## config.mk

```make
export PLATFORM = sky130hd
export DESIGN_NAME = vga_timing_core
export DESIGN_NICKNAME = d
export VERILOG_FILES = /design/src/rtl/vga_timing_core.sv
export SDC_FILE = /design/constraint.sdc
export NUM_CORES = 1
export LEC_CHECK = 0
export ABC_CLOCK_PERIOD_IN_PS = 5900
export BUFFER_PORTS_ARGS = -buffer_cell sky130_fd_sc_hd__buf_2
export CAP_MARGIN = 20
export CORE_MARGIN = 1
export CORE_UTILIZATION = 54
export CTS_BUF_LIST = sky130_fd_sc_hd__clkbuf_2 sky130_fd_sc_hd__clkbuf_4 sky130_fd_sc_hd__clkbuf_8
export DETAILED_ROUTE_END_ITERATION = 12
export PLACE_DENSITY = 0.85
export SLEW_MARGIN = 20
export SYNTH_ARGS = -nofsm -noshare
export SYNTH_HDL_FRONTEND = slang
export SYNTH_SLANG_ARGS = --single-unit
```

## constraint.sdc

```tcl
create_clock -name clk -period 5.9 [get_ports clk]
set_input_delay 0.295 -clock clk [delete_from_list [all_inputs] [get_ports clk]]
set_output_delay 0.295 -clock clk [all_outputs]
set_load 0.05 [all_outputs]
```

## src/rtl/vga_timing_core.sv

```systemverilog
// vga_timing_core: parametrised VGA raster engine. A clock divider produces a
// one-cycle pixel enable; stage-0 h/v counters generate coordinates and sync
// decode, which then travel through a PIX_LAT+1 deep alignment pipeline so that
// HS/VS/BLANK_N line up with the RGB sampled from the external renderer.
module vga_timing_core #(
  parameter int H_ACTIVE = 640,
  parameter int H_FP     = 16,
  parameter int H_SYNC   = 96,
  parameter int H_BP     = 48,
  parameter int V_ACTIVE = 480,
  parameter int V_FP     = 10,
  parameter int V_SYNC   = 2,
  parameter int V_BP     = 33,
  parameter int HS_POL   = 0,
  parameter int VS_POL   = 0,
  parameter int CLK_DIV  = 2,
  parameter int PIX_LAT  = 1,
  parameter int CNT_W    = 10
) (
  input  logic             clk,
  input  logic             reset,
  input  logic [23:0]      pixel_rgb,
  output logic [CNT_W-1:0] x,
  output logic [CNT_W-1:0] y,
  output logic             pixel_req,
  output logic             pix_tick,
  output logic             line_start,
  output logic             frame_start,
  output logic             VGA_CLK,
  output logic             VGA_HS,
  output logic             VGA_VS,
  output logic             VGA_BLANK_N,
  output logic [7:0]       VGA_R,
  output logic [7:0]       VGA_G,
  output logic [7:0]       VGA_B
);

  localparam int H_TOTAL = H_ACTIVE + H_FP + H_SYNC + H_BP;
  localparam int V_TOTAL = V_ACTIVE + V_FP + V_SYNC + V_BP;

  // Decode thresholds are one bit wider than the counters so that a sync
  // window ending exactly at 2^CNT_W still compares correctly.
  localparam logic [CNT_W:0] H_ACT_C  = (CNT_W+1)'(H_ACTIVE);
  localparam logic [CNT_W:0] H_SBEG_C = (CNT_W+1)'(H_ACTIVE + H_FP);
  localparam logic [CNT_W:0] H_SEND_C = (CNT_W+1)'(H_ACTIVE + H_FP + H_SYNC);
  localparam logic [CNT_W:0] V_ACT_C  = (CNT_W+1)'(V_ACTIVE);
  localparam logic [CNT_W:0] V_SBEG_C = (CNT_W+1)'(V_ACTIVE + V_FP);
  localparam logic [CNT_W:0] V_SEND_C = (CNT_W+1)'(V_ACTIVE + V_FP + V_SYNC);

  localparam logic [CNT_W-1:0] H_LAST = CNT_W'(H_TOTAL - 1);
  localparam logic [CNT_W-1:0] V_LAST = CNT_W'(V_TOTAL - 1);
  localparam logic [3:0]       DIV_LAST = 4'(CLK_DIV - 1);
  localparam logic [4:0]       DIV_HALF = 5'(CLK_DIV / 2);
  localparam logic             HS_ACT = (HS_POL != 0);
  localparam logic             VS_ACT = (VS_POL != 0);

  // Pipeline word layout: {hs, vs, active}
  localparam int B_HS  = 2;
  localparam int B_VS  = 1;
  localparam int B_ACT = 0;

  logic [3:0]       div_cnt_q, div_cnt_d;
  logic             vga_clk_q, vga_clk_d;
  logic [CNT_W-1:0] h_q, h_d, v_q, v_d;
  logic [CNT_W:0]   h_ext, v_ext;
  logic [2:0]       stage0;
  logic [2:0]       align;
  logic [2:0]       pipe_src [PIX_LAT+1];
  logic [2:0]       pipe_d   [PIX_LAT+1];
  logic [2:0]       pipe_q   [PIX_LAT+1];
  logic [23:0]      rgb_d, rgb_q;

  // Pixel enable is suppressed while reset is held so no stray line/frame
  // pulses reach the renderer during reset.
  assign pix_tick    = !reset && (div_cnt_q == DIV_LAST);
  assign line_start  = pix_tick && (h_q == '0);
  assign frame_start = pix_tick && (h_q == '0) && (v_q == '0);

  // Divider, divided DAC clock and stage-0 raster counters
  always_comb begin
    div_cnt_d = (div_cnt_q == DIV_LAST) ? 4'd0 : div_cnt_q + 4'd1;
    vga_clk_d = ({1'b0, div_cnt_q} + 5'd1) > DIV_HALF;
    h_d = h_q;
    v_d = v_q;
    if (pix_tick) begin
      if (h_q == H_LAST) begin
        h_d = '0;
        v_d = (v_q == V_LAST) ? '0 : v_q + 1'b1;
      end else begin
        h_d = h_q + 1'b1;
      end
    end
  end

  // Stage 0: decode position into {hs, vs, active}
  always_comb begin
    h_ext = {1'b0, h_q};
    v_ext = {1'b0, v_q};
    stage0        = '0;
    stage0[B_ACT] = (h_ext < H_ACT_C) && (v_ext < V_ACT_C);
    stage0[B_HS]  = (h_ext >= H_SBEG_C) && (h_ext < H_SEND_C);
    stage0[B_VS]  = (v_ext >= V_SBEG_C) && (v_ext < V_SEND_C);
  end

  // Stages 1..PIX_LAT+1: alignment shift register and RGB capture; the word
  // entering the last stage is the one whose pixel_rgb arrives on this tick
  always_comb begin
    pipe_src[0] = stage0;
    for (int i = 1; i <= PIX_LAT; i++) pipe_src[i] = pipe_q[i-1];
    for (int i = 0; i <= PIX_LAT; i++) pipe_d[i] = pix_tick ? pipe_src[i] : pipe_q[i];
    align = pipe_src[PIX_LAT];
    rgb_d = rgb_q;
    if (pix_tick) rgb_d = align[B_ACT] ? pixel_rgb : 24'h000000;
  end

  // State registers; reset flushes the pipeline to blank, inactive sync
  always_ff @(posedge clk) begin
    if (reset) begin
      div_cnt_q <= '0;
      vga_clk_q <= 1'b0;
      h_q       <= '0;
      v_q       <= '0;
      rgb_q     <= '0;
      for (int i = 0; i <= PIX_LAT; i++) pipe_q[i] <= '0;
    end else begin
      div_cnt_q <= div_cnt_d;
      vga_clk_q <= vga_clk_d;
      h_q       <= h_d;
      v_q       <= v_d;
      rgb_q     <= rgb_d;
      for (int i = 0; i <= PIX_LAT; i++) pipe_q[i] <= pipe_d[i];
    end
  end

  assign x           = h_q;
  assign y           = v_q;
  assign pixel_req   = stage0[B_ACT];
  assign VGA_CLK     = vga_clk_q;
  assign VGA_HS      = pipe_q[PIX_LAT][B_HS] ? HS_ACT : !HS_ACT;
  assign VGA_VS      = pipe_q[PIX_LAT][B_VS] ? VS_ACT : !VS_ACT;
  assign VGA_BLANK_N = pipe_q[PIX_LAT][B_ACT];
  assign VGA_R       = rgb_q[23:16];
  assign VGA_G       = rgb_q[15:8];
  assign VGA_B       = rgb_q[7:0];

endmodule
```

==> impl_metrics.ini, run 1 <==
[cts]
root_buffer = clkbuf_8
clk_latency_ns = 0.31
cts_tree = done
clk_pin_slew_ns = 0.10
cts_made_buffers = 5
ctsLongestPathBuffers = 2
cts_num_sinks = 55
post_cts_resized = 0
cts_setup_buffers = 0
cts-htree-levels = 2
postCtsHoldBufs = 0

[detailed_routing]
routed_via_density = 5.65
dr.pass1.iters = 4
wirelength_um = 5080
drt_iter0_drc = 232
drc = 0
ant_nets = 0
wl_per_cell_um = 13.9
num_vias = 2069

[placement]
post-dp-hpwl_um = 3550
dpl_worst_slack_ns = 3.44
gp_congestion = 0.838
portBuffers = 77

[power]
cell_internal_pwr_uw = 549
vdd_drop_max_mv = 0.179
switching_power_uw = 215
pwr-share-clk_pct = 33.6
seq_power_share_pct = 51.4
total_power_uw = 764
swShare_pct = 28.1
leakage_uw = 0.00124
power_frac_comb_pct = 15.0
power_density_nw_per_um2 = 273

[worst_setup_path]
worst_setup_path_end_kind = output port
cpLargestDelayFamily = simple AND/OR/NAND/NOR gates
critPathMaxFanout = 20
crit_buf_inv = 2
path_cells = ha_1, or4b_4, clkinv_1, nand2_1, nor4_1, and4_1, buf_2
critical_path_arrival_ns = 2.51
critical_path.startpoint_type = register
crit_required_ns = 5.61
slowest_stage = or4b_4
cp_slowest_stage_delay_ns = 0.60
path_class = register to output port

[finish]
area_delta_synth_final_pct = 21.0
diodes = 0
drive_gt1_share_pct = 28.5
multiInputGateArea_um2 = 1090
seqCellArea_um2 = 1100
finish.utilization_pct = 69.0
layout.nets = 348
fillers = 314

[synth]
synth_edf_count = 0
netlist_instances = 247
yosysMostFrequentCell = dfxtp_1
synth_top_cells_by_area = dfxtp_1 48%, a22o_1 9.1%, a21oi_1 3.9%
synthFlopType = dfxtp_1
synth_area_um2 = 2310
synth_common_cells = 55 x dfxtp_1, 24 x a22o_1, 20 x nor2_1, 18 x a21oi_1, 14 x nand2_1
synth.distinct_cells = 37
yosysTopAreaCellShare_pct = 47.6
synthArstFlopShare_pct = 0
synth-seq-cells = 55
synth.yosys.seq_area_share_pct = 47.6
syn-num-nets = 280
syn_avg_cell_area_um2 = 9.36
yosysWarnings = 0
yosysTopAreaCell = dfxtp_1

[flow_run]
maxCapViolations = 0

[global_route]
track_usage_pct = 23.0
grt_max_degree = 26
antenna_found_initial = 0
grt_overflow = 0
grt_pass1_vias = 1694
grt_pass1_wl_um = 7780

[timing]
relSlewSlack_pct = 39.6
tightest_slew_ns = 0.902
fin_worst_skew_ns = 0.00802
finalHoldViolCount = 0
setup_slack_ns = 3.10
final-setup-viol-count = 0
rsz0062_at_grt = no
whs_ns = 0.186
setup_tns_ns = 0
post-route-min-period_ns = 2.80
fin_crit_sh_pct = 47.5
slew_violations = 0
fmax_mhz = 357

[floorplan]
dieArea_um2 = 4550
row_count = 23
initial_core_util_pct = 57.0
die_width_um = 67.4
die_h_um = 67.4
pin_count = 78
coreArea_um2 = 4060

[worst_hold_path]
hold_class = input port to register

[status]
status = complete, no violations
-- registers in the layout, summed over array words and instances (netlist names) --
register,flops
VGA_CLK,1
y,10
rgb_q,24
pipe_q,6
div_cnt_q,4
x,10
-- through the flow --
| stage | cell area, um2 | std cells |
|---|---|---|
| 5_1_grt | 2800 | 366 |
| 6_report | 2800 | 366 |
| 2_1_floorplan | 2310 | 247 |
| 3_5_place_dp | 2680 | 358 |
| 3_3_place_gp | 2680 | 358 |
| 4_1_cts | 2800 | 366 |
-- cells by family (layout without fill, tap and decap cells) --
kind of cell | Yosys count | count (layout) | share of synthesized area [%]
and+or+nand+nor | 88 | 88 | 21.1
xor gates and xnor gates | 11 | 11 | 4.17
AOI/OAI and AO/OA | 58 | 58 | 17.9
DFF | 55 | 55 | 47.6
buffers and inverters | 28 | 97 | 5.41
adders and majority gates | 7 | 7 | 3.79
-- cells in the final DEF, fill, tap and decap left out, drive strengths merged, types with 7 or more instances in the layout --
cell / instances
or4: 7
buf: 78
nand3: 8
a22o: 24
nand2: 14
and3: 7
dfxtp: 55
xnor2: 8
ha: 7
a21oi: 18
nor3: 9
inv: 11
nor2: 20
-- power groups by stage --
| stage | Clock, uW | Sequential (uW) | Combinational, uW |
|---|---|---|---|
| 4_1_cts | 263 | 393 | 115 |
| 6_report | 256 | 393 | 115 |
| 3_3_place_gp | 0 | 400 | 113 |
| 2_1_floorplan | 0 | 430 | 57.9 |
| 3_5_place_dp | 0 | 401 | 115 |
| 5_1_grt | 277 | 395 | 124 |
-- final timing paths --
path	start	endpoint	slack, ns	depth (start not counted)
hold reg to reg	pipe_q[0][0]	pipe_q[0][0]	0.47	2
hold / removal	pixel_rgb[22]	rgb_q[22]	0.19	2
setup / recovery	div_cnt_q[0]	frame_start	3.10	7
setup reg to reg	div_cnt_q[0]	rgb_q[3]	3.47	5
-- layer usage --
metal,track usage (%),part of all wire [%]
met4,9.84,1.1
met1,31.6,47
met3,4.56,5.4
met5,0,0
met2,34.9,46
-- cell type report --
| type | instances | area share [%] |
|---|---|---|
| tap | 50 | 2.24 |
| clock inverter | 2 | 1.39 |
| multi-input combinational | 164 | 38.8 |
| inverter | 11 | 1.48 |
| timing repair buffer | 78 | 14.0 |
| sequential | 55 | 39.3 |
| clock buffer | 6 | 2.73 |
Power figures use the tool's default switching activity.
==> run 2: changes to the inputs <==
Settings changed: ABC_CLOCK_PERIOD_IN_PS 5900 to 2400, CORE_UTILIZATION 54 to 47, PLACE_DENSITY 0.85 to 0.78.
Clock period 5.9 ns to 2.4 ns, I/O delays scaled along.
==> impl_metrics.ini, run 2 (synthesized netlist as in run 1, its figures left out) <==
[floorplan]
die_h_um = 72.1
pin_count = 78
dieArea_um2 = 5200
coreArea_um2 = 4720
initial_core_util_pct = 49.0
die_width_um = 72.1
row_count = 25

[flow_run]
maxCapViolations = 0

[worst_setup_path]
ff2ff_path_depth = 5
critical_path.startpoint_type = register
reg2reg_from = x[0]
r2r_end = y[6]
ff2ff_setup_slack_ns = 0.27
worst_setup_path_end_kind = output port
crit_required_ns = 2.28
path_class = register to output port
critPathMaxFanout = 8
critical_path_arrival_ns = 2.17
crit_start = div_cnt_q[1]
cp-endpoint = frame_start

[timing]
finalHoldViolCount = 0
post-route-min-period_ns = 2.29
fin_crit_sh_pct = 95.6
rsz0062_at_grt = no
tightest_slew_ns = 0.572
fin_worst_skew_ns = 0.00676
slew_violations = 0
setup_tns_ns = 0
whs_ns = 0.0140
relSlewSlack_pct = 61.7
final-setup-viol-count = 0
fmax_mhz = 436

[cts]
root_buffer = clkbuf_8
ctsLongestPathBuffers = 2
clk_pin_slew_ns = 0.09
cts_num_sinks = 55
clk_latency_ns = 0.31
cts_made_buffers = 5
cts_tree = done
cts-htree-levels = 2

[detailed_routing]
drt_iter0_drc = 109
wirelength_um = 5540
drc = 0
wl_met2_um = 2730
route.met3.wl_um = 270
highest_layer = met4
num_vias = 2112
wl_per_cell_um = 14.3
ant_nets = 0
routed_via_density = 5.44
dr.pass1.iters = 4
wl_met1_um = 2480

[finish]
regMostFlops = rgb_q
layout.cells.non_filler = 388
mostFrequentLayoutCells = 76 x buf_2, 52 x dfxtp_1, 24 x a22o_1
mostFrequentLayoutCell = buf_2
diodes = 0
area_delta_synth_final_pct = 27.1
largest_register_ffs = 24
fillers = 413
layout.nets = 353
drive_gt1_share_pct = 32.4

[global_route]
grt_overflow = 0
grt_pass1_wl_um = 8950
track_usage_pct = 21.7
grt_pass1_vias = 1949
antenna_found_initial = 0
grt_max_degree = 26

[power]
cell_internal_pwr_uw = 1470
leakage_uw = 0.00129
swShare_pct = 26.9
seq_power_share_pct = 48.2
pwr-share-clk_pct = 36.3
power_density_nw_per_um2 = 684
vdd_drop_max_mv = 0.475
switching_power_uw = 540
power_frac_comb_pct = 15.5

[status]
status = complete, no violations

[placement]
portBuffers = 77
post-dp-hpwl_um = 3850
dpl.cell_count = 380
gp_congestion = 0.802

[worst_hold_path]
hold_class = input port to register
==> run 2: critical path: stages, from the launching register on <==
cell and delay (ns):
dfxtp_2 0.34, inv_2 0.08, ha_4 0.13, or4b_4 0.50, clkinv_8 0.09, nand2_4 0.05, nor4_4 0.21, and4_4 0.24
clkbuf_4 0.22
==> run 2: per-stage QoR <==
| stage | area, um2 | power (uW) | setup slack [ns] | utilization, % |
|---|---|---|---|---|
| floorplan | 2370 | 1220 | -0.0146 | - |
| global placement | 2800 | 1290 | 0.420 | 59.3 |
| detailed placement | 2800 | 1300 | 0.324 | 59.3 |
| CTS | 2940 | 2020 | 0.0562 | 62.1 |
| global route | 2940 | 2080 | 0.00376 | 62.2 |
| finish | 2940 | 2010 | 0.106 | 62.2 |
==> run 2: cell type report <==
type | instances | area [um2] | share of cell area, %
clock inverters | 2 | 60.1 | 2.04
flip-flops and latches | 55 | 1110 | 37.7
well taps | 67 | 83.8 | 2.85
inverters | 11 | 53.8 | 1.83
multi-input cells | 164 | 1120 | 38.2
repair buffers | 83 | 433 | 14.7
clock buffers | 6 | 76.3 | 2.60
==> run 2: layer usage <==
| layer | vias up | GRT usage, % |
|---|---|---|
| met4 | 0 | 6.97 |
| li1 | 1043 | - |
| met1 | 1006 | 29.1 |
| met5 | - | 0 |
| met3 | 7 | 3.89 |
| met2 | 56 | 35.6 |
==> run 2: what timing repair did <==
action	CTS	global route
buffers inserted	0	0
endpoints found under the setup margin	0	1
hold buffers	0	0
resized for setup	0	1
==> run 2: power by group through the flow <==
stage,combinational [uW],sequential (uW),clock (uW)
final,311,969,730
after detailed placement,312,989,0
after floorplan,157,1060,0
after global routing,333,974,774
after global placement,307,987,0
after CTS,313,969,744
==> run 2: worst min path at each step <==
| stage | cells after the start | slack (ns) | to | from |
|---|---|---|---|---|
| finish | 2 | 0.01 | rgb_q[23] | pixel_rgb[23] |
| global placement | 2 | 0.33 | rgb_q[18] | pixel_rgb[18] |
| CTS | 2 | 0.005 | rgb_q[12] | pixel_rgb[12] |
| detailed placement | 2 | 0.33 | rgb_q[3] | pixel_rgb[3] |
| floorplan | 1 | 0.25 | rgb_q[0] | pixel_rgb[0] |
| global route | 2 | 0.005 | rgb_q[6] | pixel_rgb[6] |
==> run 3: changes to the inputs <==
Settings changed: BUFFER_PORTS_ARGS -buffer_cell sky130_fd_sc_hd__buf_2 to unset, CORE_UTILIZATION 47 to 54, DONT_BUFFER_PORTS set to 1, PLACE_DENSITY 0.78 to 0.72.
==> impl_metrics.ini, run 3 (synthesized netlist as in run 1, its figures left out) <==
[finish]
layout.cells.non_filler = 339
regMostFlops = rgb_q
mostFrequentLayoutCell = dfxtp_1
largest_register_ffs = 24
mostFrequentLayoutCells = 52 x dfxtp_1, 25 x dlygate4sd3_1, 25 x buf_4
diodes = 0
drive_gt1_share_pct = 16.6
layout.nets = 321
area_delta_synth_final_pct = 25.1

[worst_setup_path]
crit_required_ns = 2.28
worst_setup_path_end_kind = output port
slowest_stage = or4b_4
ff2ff_setup_slack_ns = 0.25
path_cells = inv_2, ha_4, or4b_4, clkinv_8, nand2_4, nor4_4, and4_4
critical_path.startpoint_type = register
cpLargestDelayFamily = simple AND/OR/NAND/NOR gates
crit_start = div_cnt_q[1]
r2r_end = y[9]
ff2ff_path_depth = 5
crit_buf_inv = 2
cp_slowest_stage_delay_ns = 0.51
critPathMaxFanout = 8
path_class = register to output port
reg2reg_from = x[0]
critical_path_arrival_ns = 2.16

[detailed_routing]
wirelength_um = 5580
routed_via_density = 5.94
wl_per_cell_um = 16.5
dr.pass1.iters = 4
drt_iter0_drc = 223
ant_nets = 0
num_vias = 2013
drc = 0

[floorplan]
dieArea_um2 = 4550
die_h_um = 67.4
die_width_um = 67.4
coreArea_um2 = 4060
row_count = 23
pin_count = 78
initial_core_util_pct = 57.0

[global_route]
grt_pass1_vias = 1865
track_usage_pct = 25.3
grt_pass1_wl_um = 8580
grt_overflow = 0
antenna_found_initial = 0
grt_max_degree = 26

[worst_hold_path]
hold_end = y[3]
hold_class = input port to register
min_from = reset
whs_path_depth = 2

[cts]
cts_num_sinks = 55
root_buffer = clkbuf_8
cts_made_buffers = 5
post_cts_resized = 0
clk_pin_slew_ns = 0.10
cts-htree-levels = 2
ctsLongestPathBuffers = 2
cts_tree = done
clk_latency_ns = 0.31

[timing]
rsz0062_at_grt = no
fmax_mhz = 438
final-setup-viol-count = 0
relSlewSlack_pct = 34.6
post-route-min-period_ns = 2.28
slew_violations = 0
fin_crit_sh_pct = 95.2
fin_worst_skew_ns = 0.00809
setup_tns_ns = 0
finalHoldViolCount = 0
tightest_slew_ns = 0.976

[power]
leakage_uw = 0.00111
seq_power_share_pct = 57.6
power_density_nw_per_um2 = 622
swShare_pct = 30.4
vdd_drop_max_mv = 0.533
pwr-share-clk_pct = 28.8
switching_power_uw = 546
cell_internal_pwr_uw = 1250
power_frac_comb_pct = 13.6

[status]
status = complete, no violations

[placement]
dpl.cell_count = 304
portBuffers = 0
post-dp-hpwl_um = 3460
gp_congestion = 0.841

[flow_run]
maxCapViolations = 0
## run 3: cell types whose count changed in the layout (fill, tap and decap cells not counted), moves of 2 or more
| cell | change |
|---|---|
| buf_2 | -76 |
| bufinv_16 | -2 |
| dlygate4sd3_1 | +25 |
| buf_4 | +19 |
| clkbuf_4 | -2 |
## run 3: final cells by class
type | count | area (um2)
Sequential cell | 55 | 1110
Clock inverter | 3 | 22.5
Timing Repair Buffer | 50 | 438
Clock buffer | 5 | 68.8
Inverter | 11 | 53.8
Fill cell | 311 | 1170
Multi-Input combinational cell | 165 | 1140
Tap cell | 50 | 62.6
## run 3: repair_timing
| item | CTS | global route |
|---|---|---|
| setup buffers | 0 | 1 |
| hold endpoints to repair | 38 | 0 |
| setup endpoints to repair | 1 | 1 |
| hold buffers | 25 | 0 |
| pin swaps | 1 | 1 |
| gates cloned | 1 | 0 |
## run 3: power groups by stage
stage               sequential (uW)  combinational, uW  clock (uW)
floorplan                      1060                157           0
global placement               1060                193           0
detailed placement             1060                197           0
CTS                            1040                240         525
global route                   1040                265         558
finish                         1040                244         517
## run 3: worst max-delay path by stage
| stage | slack, ns | endpoint | cells after the start |
|---|---|---|---|
| finish | 0.12 | frame_start | 7 |
| detailed placement | 0.30 | frame_start | 7 |
| global placement | 0.34 | frame_start | 7 |
| CTS | 0.003 | frame_start | 7 |
| global route | 0.0009 | frame_start | 7 |
| floorplan | -0.01 | frame_start | 7 |
## run 3: stage by stage
| step | setup slack [ns] | util (%) | hold slack (ns) | instance area (um2) | total power [uW] |
|---|---|---|---|---|---|
| 2_1_floorplan | -0.0146 | - | 0.246 | 2370 | 1220 |
| 3_3_place_gp | 0.342 | 62.4 | 0.191 | 2530 | 1250 |
| 3_5_place_dp | 0.303 | 62.4 | 0.192 | 2530 | 1250 |
| 4_1_cts | 0.00278 | 71.1 | 0.0814 | 2880 | 1800 |
| 5_1_grt | 0.000933 | 71.3 | 0.102 | 2890 | 1870 |
| 6_report | 0.116 | 71.3 | 0.102 | 2890 | 1800 |
## run 3: layer usage
layer	up-vias	part of all wire, %	wire [um]	GRT usage [%]
li1	985	-	-	-
met1	935	45	2520	34.2
met2	85	47	2600	38.3
met3	8	6.8	382	6.42
met4	0	1.4	77	10.4
met5	-	0	0	0
